<file path="src/rtl/ppu_pkg.sv">
// Shared types and helpers for the PPU background fetch path.
package ppu_pkg;

    localparam int TB_AW = 10;
    localparam int TG_AW = 11;

    // One tile-map word as stored in the tile buffer (bits [15:13] unused).
    typedef struct packed {
        logic       vflip;
        logic       hflip;
        logic [2:0] pal;
        logic [7:0] index;
    } tile_entry_t;

    typedef enum logic [2:0] {
        S_IDLE,
        S_MAP,
        S_GFX,
        S_CAP,
        S_OUT
    } fetch_state_t;

    // Mirror a pattern byte so the leftmost pixel moves to the right edge.
    function automatic logic [7:0] bitrev8(input logic [7:0] b);
        logic [7:0] r;
        for (int i = 0; i < 8; i++) begin
            r[i] = b[7-i];
        end
        return r;
    endfunction

endpackage

</file>
<file path="src/rtl/bg_tile_fetcher.sv">
// Background scanline fetcher: per line, walks the tile-map row, fetches the
// matching 2bpp pattern row for each tile, applies flips and hands each 8-pixel
// slice plus palette to the shift-register block over valid/ready.
module bg_tile_fetcher
    import ppu_pkg::*;
#(
    parameter int unsigned TILES_PER_ROW = 32,
    parameter int unsigned VISIBLE_LINES = 240
) (
    input  logic        clk,
    input  logic        reset,
    input  logic        start,
    input  logic [7:0]  line,
    output logic [9:0]  tb_addr,
    input  logic [15:0] tb_data,
    output logic [10:0] tg_addr,
    input  logic [15:0] tg_data,
    output logic [7:0]  out_lo,
    output logic [7:0]  out_hi,
    output logic [2:0]  out_pal,
    output logic [4:0]  out_col,
    output logic        out_valid,
    input  logic        out_ready,
    output logic        busy,
    output logic        done
);

    localparam int         COL_W    = $clog2(TILES_PER_ROW);
    localparam logic [4:0] LAST_COL = 5'(TILES_PER_ROW - 1);

    fetch_state_t state, next_state;

    logic [4:0]  map_row;
    logic [2:0]  fine_y;
    logic [4:0]  col;
    tile_entry_t entry;

    tile_entry_t      map_word;
    logic [2:0]       fy;
    logic [TB_AW-1:0] row_base;
    logic             accept;
    logic             last_col;
    logic             unused_bits;

    assign map_word    = tile_entry_t'(tb_data[12:0]);
    assign fy          = map_word.vflip ? (3'd7 - fine_y) : fine_y;
    assign row_base    = TB_AW'(map_row) << COL_W;
    assign accept      = (state == S_IDLE) && start && (32'(line) < VISIBLE_LINES);
    assign last_col    = (col == LAST_COL);
    assign unused_bits = ^tb_data[15:13];

    // State register.
    always_ff @(posedge clk or posedge reset) begin
        if (reset) begin
            state <= S_IDLE;
        end else begin
            state <= next_state;
        end
    end

    // Next-state decode: one tile walks MAP -> GFX -> CAP -> OUT.
    always_comb begin
        next_state = state;
        case (state)
            S_IDLE:  if (accept) next_state = S_MAP;
            S_MAP:   next_state = S_GFX;
            S_GFX:   next_state = S_CAP;
            S_CAP:   next_state = S_OUT;
            S_OUT:   if (out_ready) next_state = last_col ? S_IDLE : S_MAP;
            default: next_state = S_IDLE;
        endcase
    end

    // Memory addresses: tile-map address in S_MAP; in S_GFX the map word is
    // on tb_data already, so the pattern address is formed from it directly.
    always_comb begin
        tb_addr = '0;
        tg_addr = '0;
        if (state == S_MAP) begin
            tb_addr = row_base + TB_AW'(col);
        end
        if (state == S_GFX) begin
            tg_addr = {map_word.index, fy};
        end
    end

    // Line context, tile entry and registered slice outputs.
    always_ff @(posedge clk or posedge reset) begin
        if (reset) begin
            map_row   <= '0;
            fine_y    <= '0;
            col       <= '0;
            entry     <= '0;
            out_lo    <= '0;
            out_hi    <= '0;
            out_pal   <= '0;
            out_col   <= '0;
            out_valid <= 1'b0;
            busy      <= 1'b0;
            done      <= 1'b0;
        end else begin
            done <= 1'b0;
            case (state)
                S_IDLE: begin
                    if (accept) begin
                        map_row <= line[7:3];
                        fine_y  <= line[2:0];
                        col     <= '0;
                        busy    <= 1'b1;
                    end
                end
                S_GFX: begin
                    entry <= map_word;
                end
                S_CAP: begin
                    out_hi    <= entry.hflip ? bitrev8(tg_data[15:8]) : tg_data[15:8];
                    out_lo    <= entry.hflip ? bitrev8(tg_data[7:0])  : tg_data[7:0];
                    out_pal   <= entry.pal;
                    out_col   <= col;
                    out_valid <= 1'b1;
                end
                S_OUT: begin
                    if (out_ready) begin
                        out_valid <= 1'b0;
                        if (last_col) begin
                            busy <= 1'b0;
                            done <= 1'b1;
                        end else begin
                            col <= col + 5'd1;
                        end
                    end
                end
                default: ;
            endcase
        end
    end

endmodule

</file>
<file path="config.mk">
export PLATFORM = sky130hd
export DESIGN_NAME = bg_tile_fetcher
export DESIGN_NICKNAME = d
export VERILOG_FILES = /design/src/rtl/ppu_pkg.sv /design/src/rtl/bg_tile_fetcher.sv
export SDC_FILE = /design/constraint.sdc
export NUM_CORES = 1
export LEC_CHECK = 0
export CAP_MARGIN = 25
export CORE_ASPECT_RATIO = 0.9
export CORE_UTILIZATION = 39
export CTS_CLUSTER_DIAMETER = 40
export DETAILED_ROUTE_END_ITERATION = 6
export PLACE_DENSITY = 0.77
export SLEW_MARGIN = 20
export SYNTH_ARGS = -nofsm -noshare
export SYNTH_HDL_FRONTEND = slang
export SYNTH_SLANG_ARGS = --single-unit
</file>
<file path="constraint.sdc">
create_clock -name clk -period 1.8 [get_ports clk]
set_clock_uncertainty 0.1 [all_clocks]
set_input_delay 0.18 -clock clk [delete_from_list [all_inputs] [get_ports clk]]
set_output_delay 0.18 -clock clk [all_outputs]
set_load 0.05 [all_outputs]
</file>
==> results of run 1 <==
what timing repair did:
| item | 4_1_cts | 5_1_grt |
|---|---|---|
| setup buffers | 6 | 6 |
| endpoints found under the hold margin | 0 | 0 |
| endpoints found under the setup margin | 22 | 26 |
| cloned | 0 | 1 |
| gates resized for setup | 23 | 24 |
| hold buffers | 0 | 0 |
| pin swaps | 2 | 26 |
power breakdown:
part	switching, mW	total [mW]	leakage [nW]	internal (mW)
Sequential	0.287	1.80	0.581	1.52
Combinational	2.58	4.57	1.09	1.99
Clock	0.367	0.817	0.0612	0.450
Total	3.24	7.19	1.74	3.95
cell usage in the layout (no fill, tap or decap), types with 3 or more instances in the layout:
| cell type | n |
|---|---|
| clkdlybuf4s50_1 | 53 |
| dfrtp_1 | 44 |
| nand2_1 | 38 |
| buf_4 | 31 |
| buf_12 | 24 |
| mux2i_1 | 19 |
| o21ai_0 | 15 |
| and3_4 | 11 |
| and2_4 | 8 |
| mux2_1 | 7 |
| o21ai_1 | 7 |
| clkbuf_8 | 6 |
| buf_6 | 6 |
| inv_1 | 5 |
| mux2_2 | 5 |
| nor2_4 | 4 |
| nand3b_1 | 3 |
| xnor2_1 | 3 |
| dfrtp_2 | 3 |
through the flow:
stage	total power [mW]	hold slack [ns]
6_report	7.19	0.121
3_3_place_gp	5.78	0.350
3_5_place_dp	5.87	0.355
2_1_floorplan	4.29	0.185
5_1_grt	7.58	0.132
4_1_cts	6.90	0.130
worst register-to-register path, delay by kind of cell (launching register included):
family | cells | cell delay [ns]
compound gates | 1 | 0.29
fa+ha+maj | 2 | 0.35
buf+inv | 1 | 0.14
flops | 1 | 0.40
mux | 1 | 0.21
simple gates | 1 | 0.18
sequential cells by signal (all words and copies together) (netlist names):
register,count
out_hi,8
out_lo,8
col,5
map_row,5
out_col,5
entry,4
fine_y,3
out_pal,3
state,3
busy,1
done,1
out_valid,1
cell type report:
class | instances | area, sq um | share of cell area
Timing Repair Buffer | 116 | 1340 | 0.346
Sequential cell | 47 | 1180 | 0.306
Multi-Input combinational cell | 141 | 1120 | 0.289
Tap cell | 67 | 83.8 | 0.0217
Clock buffer | 6 | 82.6 | 0.0214
Clock inverter | 2 | 35.0 | 0.00907
Inverter | 7 | 26.3 | 0.00680
how the worst min path moves through the flow:
stage | slack [ns] | from | to | cells past startpoint
finish | 0.12 | reset | out_pal[2] | 3
global route | 0.13 | reset | out_pal[2] | 3
CTS | 0.13 | reset | fine_y[0] | 3
detailed placement | 0.36 | entry[10] | entry[10] | 2
global placement | 0.35 | entry[10] | entry[10] | 2
floorplan | 0.19 | tb_data[10] | entry[10] | 2
cell families after synthesis:
| family | after synthesis | share of synthesized area |
|---|---|---|
| xor gates and xnor gates | 3 | 0.0118 |
| DFF | 47 | 0.528 |
| muxes | 31 | 0.146 |
| AOI/OAI and AO/OA | 28 | 0.0809 |
| buffers and inverters | 19 | 0.0371 |
| adders and majority gates | 2 | 0.0112 |
| and+or+nand+nor | 77 | 0.185 |
routing by layer:
| metal | vias to the layer above | track usage | wire, um |
|---|---|---|---|
| met5 | - | 0 | 0 |
| li1 | 933 | - | - |
| met4 | 0 | 0.0468 | 83 |
| met2 | 57 | 0.323 | 2890 |
| met1 | 914 | 0.246 | 2460 |
| met3 | 9 | 0.0596 | 298 |
==> flow_metrics.env, run 1 <==
export IMPL_outcome="complete, but fails checks"
export IMPL_violations="setup timing"
export IMPL_io_buffers=88
export IMPL_yosys_area_top_type="dfrtp_1"
export IMPL_die_y_um=73.7
export IMPL_routedWlPerCell_um=14.9
export IMPL_cts_buffer_depth=2
export IMPL_cts_tree="yes"
export IMPL_r2r_setup_slack_ns=0.06
export IMPL_reg2reg_to="col[4]"
export IMPL_viasPerCell=4.96
export IMPL_cts_sinks=47
export IMPL_initial_core_util=0.414
export IMPL_layout_drive_gt1_share=0.357
export IMPL_synth_ff_type="dfrtp_1"
export IMPL_cp_required_ns=1.52
export IMPL_synthTopCellsByCount="47 x dfrtp_1, 38 x nand2_1, 19 x mux2i_1"
export IMPL_hold_violations=0
export IMPL_cpMaxStageDelayCell="dfrtp_2"
export IMPL_dp_hpwl_um=3930
export IMPL_ys_warn_count=0
export IMPL_arrival_ns=1.52
export IMPL_maxCapViolations=0
export IMPL_rsz0062_at_grt="yes"
export IMPL_ios=92
export IMPL_final_nets=364
export IMPL_core_area_sq_um=5380
export IMPL_clk_pin_slew_ns=0.09
export IMPL_grt_overflow_total=0
export IMPL_grt_max_degree=48
export IMPL_fin_cells=386
export IMPL_die_x_um=81.7
export IMPL_dp_cells=365
export IMPL_critPathLaunchType="flop"
export IMPL_grt_pass1_wl_um=8660
export IMPL_end_kind="output port"
export IMPL_syn_inst=207
export IMPL_power_density_nw_per_um2=1860
export IMPL_fin_crit_ns=1.80
export IMPL_fin_ws_ns=-0.000333
export IMPL_worst_r2r_path_depth=6
export IMPL_yosysTopAreaCellShare=0.528
export IMPL_ant_nets=0
export IMPL_root_buffer="clkbuf_8"
export IMPL_gp_congestion=0.764
export IMPL_gr_usage_all_layers=0.194
export IMPL_crit_fanout=6
export IMPL_ys_seq_area_frac=0.528
export IMPL_crit_type="flop to output port"
export IMPL_n_antenna_cell=0
export IMPL_crit_chain="or3b_4 > nor2_4 > buf_12"
export IMPL_setup_violations=1
export IMPL_dieArea_sq_um=6020
export IMPL_postPlaceCellArea_sq_um=3470
export IMPL_grt_pass1_vias=1795
export IMPL_ys_types=35
export IMPL_syn_area_per_cell_sq_um=10.8
export IMPL_vias=1913
export IMPL_setup_tns_final_ns=-0.000333
export IMPL_core_rowCount=25
export IMPL_crit_buf_inv=1
export IMPL_cp_top_family="simple AND/OR/NAND/NOR gates"
export IMPL_post_route_period_util=1.00
export IMPL_worstMarginPinSlew_ns=0.507
export IMPL_drtIter0Drc=86
export IMPL_dp_slack_ns=-0.0636
export IMPL_ys_async_sr_fraction=1.00
export IMPL_drc=0
export IMPL_synth_most_common_cell="dfrtp_1"
export IMPL_slowest_delay_ns=0.49
export IMPL_dr_pass1_iters=4
export IMPL_startpoint="state[2]"
export IMPL_syn_to_final_growth_pct=73.4
export IMPL_final_util=0.718
export IMPL_finalMaxSlewViolations=0
export IMPL_syn_cell_area_sq_um=2230
export IMPL_hp_class="input pin to asynchronous set/reset pin"
export IMPL_ir_drop_v=0.00102
export IMPL_syn_num_nets=253
export IMPL_cp_depth=3
export IMPL_ys_ff_latch=47
export IMPL_finish_instance_area_sq_um=3860
export IMPL_antenna_found_initial=0
export IMPL_cts_buffers=5
export IMPL_htreeDepth=2
export IMPL_max_freq_mhz=555
export IMPL_wl_um=5730
export IMPL_synth_edff_count=0
export IMPL_synthTopCellsByArea="dfrtp_1 53%, mux2i_1 8.5%, nand2_1 6.4%"
export IMPL_relSlewSlack=0.661
export IMPL_nFillCells=389
export IMPL_critPathCapture="tg_addr[0]"
export IMPL_clock_latency_ns=0.31
export IMPL_r2r_start="col[1]"
export IMPL_p_leak_nw=1.74
No activity file was read; power rests on OpenSTA's default activity.
==> inputs of run 2 (changes only) <==
Settings changed: CORE_MARGIN set to 3.
==> flow_metrics.env, run 2 (synthesis results as in run 1) <==
export IMPL_routedWlPerCell_um=14.5
export IMPL_ant_nets=0
export IMPL_crit_buf_inv=1
export IMPL_final_nets=366
export IMPL_die_y_um=77.7
export IMPL_grt_overflow_total=0
export IMPL_cts_sinks=47
export IMPL_core_area_sq_um=5380
export IMPL_setup_tns_final_ns=-0.0340
export IMPL_end_kind="output port"
export IMPL_final_cell_mix="54 x clkdlybuf4s50_1, 44 x dfrtp_1, 37 x nand2_1, 37 x buf_4, 24 x buf_12"
export IMPL_io_buffers=88
export IMPL_vias=1884
export IMPL_cts_buffers=5
export IMPL_cts_tree="yes"
export IMPL_reg_top3="out_hi x8, out_lo x8"
export IMPL_worst_r2r_path_depth=6
export IMPL_maxCapViolations=0
export IMPL_outcome="complete, but fails checks"
export IMPL_dr_pass1_iters=4
export IMPL_root_buffer="clkbuf_8"
export IMPL_clock_latency_ns=0.30
export IMPL_cp_top_family="simple AND/OR/NAND/NOR gates"
export IMPL_max_freq_mhz=550
export IMPL_finish_instance_area_sq_um=3760
export IMPL_r2r_start="col[0]"
export IMPL_fin_cells=388
export IMPL_crit_type="flop to output port"
export IMPL_hold_violations=0
export IMPL_cp_required_ns=1.52
export IMPL_dp_cells=365
export IMPL_antenna_found_initial=0
export IMPL_crit_fanout=8
export IMPL_rsz0062_at_grt="yes"
export IMPL_power_density_nw_per_um2=1820
export IMPL_dieArea_sq_um=6650
export IMPL_core_rowCount=25
export IMPL_arrival_ns=1.54
export IMPL_setup_violations=2
export IMPL_die_x_um=85.7
export IMPL_post_route_period_util=1.01
export IMPL_gp_congestion=0.793
export IMPL_violations="setup timing"
export IMPL_worstMarginPinSlew_ns=0.516
export IMPL_htreeDepth=2
export IMPL_grt_pass1_vias=1886
export IMPL_crit_chain="or3b_4 > nor2_4 > buf_12"
export IMPL_n_antenna_cell=0
export IMPL_layout_drive_gt1_share=0.327
export IMPL_cts_buffer_depth=2
export IMPL_initial_core_util=0.414
export IMPL_finalMaxSlewViolations=0
export IMPL_wl_um=5640
export IMPL_ios=92
export IMPL_hp_class="input pin to asynchronous set/reset pin"
export IMPL_power_mw=6.86
export IMPL_postPlaceCellArea_sq_um=3470
export IMPL_hold_buffers=0
export IMPL_syn_to_final_growth_pct=69.0
export IMPL_grt_max_degree=47
export IMPL_critPathLaunchType="flop"
export IMPL_clk_pin_slew_ns=0.08
export IMPL_nFillCells=424
export IMPL_grt_pass1_wl_um=8940
export IMPL_mostFrequentLayoutCell="clkdlybuf4s50_1"
export IMPL_dp_hpwl_um=4100
export IMPL_slowest_delay_ns=0.48
export IMPL_drtIter0Drc=53
export IMPL_drc=0
export IMPL_ir_drop_v=0.00103
export IMPL_p_leak_nw=1.73
export IMPL_viasPerCell=4.86
export IMPL_reg2reg_to="col[4]"
export IMPL_cpMaxStageDelayCell="dfrtp_2"
export IMPL_fin_crit_ns=1.82
export IMPL_relSlewSlack=0.655
export IMPL_r2r_setup_slack_ns=0.06
export IMPL_gr_usage_all_layers=0.169
export IMPL_fin_ws_ns=-0.0188
run 2: changes by cell type in the layout (fill, tap and decap cells not counted), sizes merged:
cell	before	now
bufinv	1	0
clkinvlp	0	1
buf	61	63
dlymetal6s2s	2	1
clkdlybuf4s50	53	54
run 2: what timing repair did:
action / 4_1_cts / 5_1_grt
setup endpoints to repair: 12 / 25
gates resized for setup: 11 / 20
setup buffers: 5 / 9
pin swaps: 2 / 13
gates cloned: 0 / 1
run 2: per-layer routing:
metal | GRT usage | vias to the layer above | share of wire
li1 | - | 930 | -
met1 | 0.212 | 898 | 0.42
met2 | 0.276 | 50 | 0.50
met3 | 0.0488 | 6 | 0.058
met4 | 0.0617 | 0 | 0.013
met5 | 0 | - | 0
run 2: how the worst max path moves through the flow:
stage	to	slack, ns	start	cells past startpoint
floorplan	tg_addr[0]	-0.15	state[2]	4
global route	tg_addr[0]	-0.07	state[2]	3
global placement	state[0]	0.03	col[0]	5
CTS	tg_addr[6]	-0.006	state[2]	4
detailed placement	state[0]	-0.01	col[0]	5
finish	tg_addr[2]	-0.02	state[2]	3
run 2: layout make-up:
class,count,area [sq um],area share
Clock buffer,6,72.6,0.0193
Inverter,7,26.3,0.00698
Multi-Input combinational cell,141,1060,0.280
Clock inverter,2,12.5,0.00332
Sequential cell,47,1180,0.313
Timing Repair Buffer,118,1330,0.354
Tap cell,67,83.8,0.0223
run 2: worst register-to-register path: cells and delay by family (launching register included):
family | cells | cell delay, ns
compound gates | 1 | 0.28
fa+ha+maj | 2 | 0.36
buf+inv | 1 | 0.14
flops | 1 | 0.39
mux | 1 | 0.21
simple gates | 1 | 0.19
run 2: power breakdown:
part	internal, mW	switching, mW	total (mW)
registers	1.52	0.295	1.81
clock network	0.272	0.345	0.617
logic	1.91	2.52	4.43
total	3.70	3.16	6.86
run 2: metrics by stage:
step | util | setup WS, ns | hold WS, ns
after detailed placement | 0.645 | -0.0118 | 0.368
after global routing | 0.700 | -0.0695 | 0.0940
after floorplan | - | -0.155 | 0.185
after global placement | 0.645 | 0.0332 | 0.352
final | 0.700 | -0.0188 | 0.0742
after CTS | 0.674 | -0.00612 | 0.0721
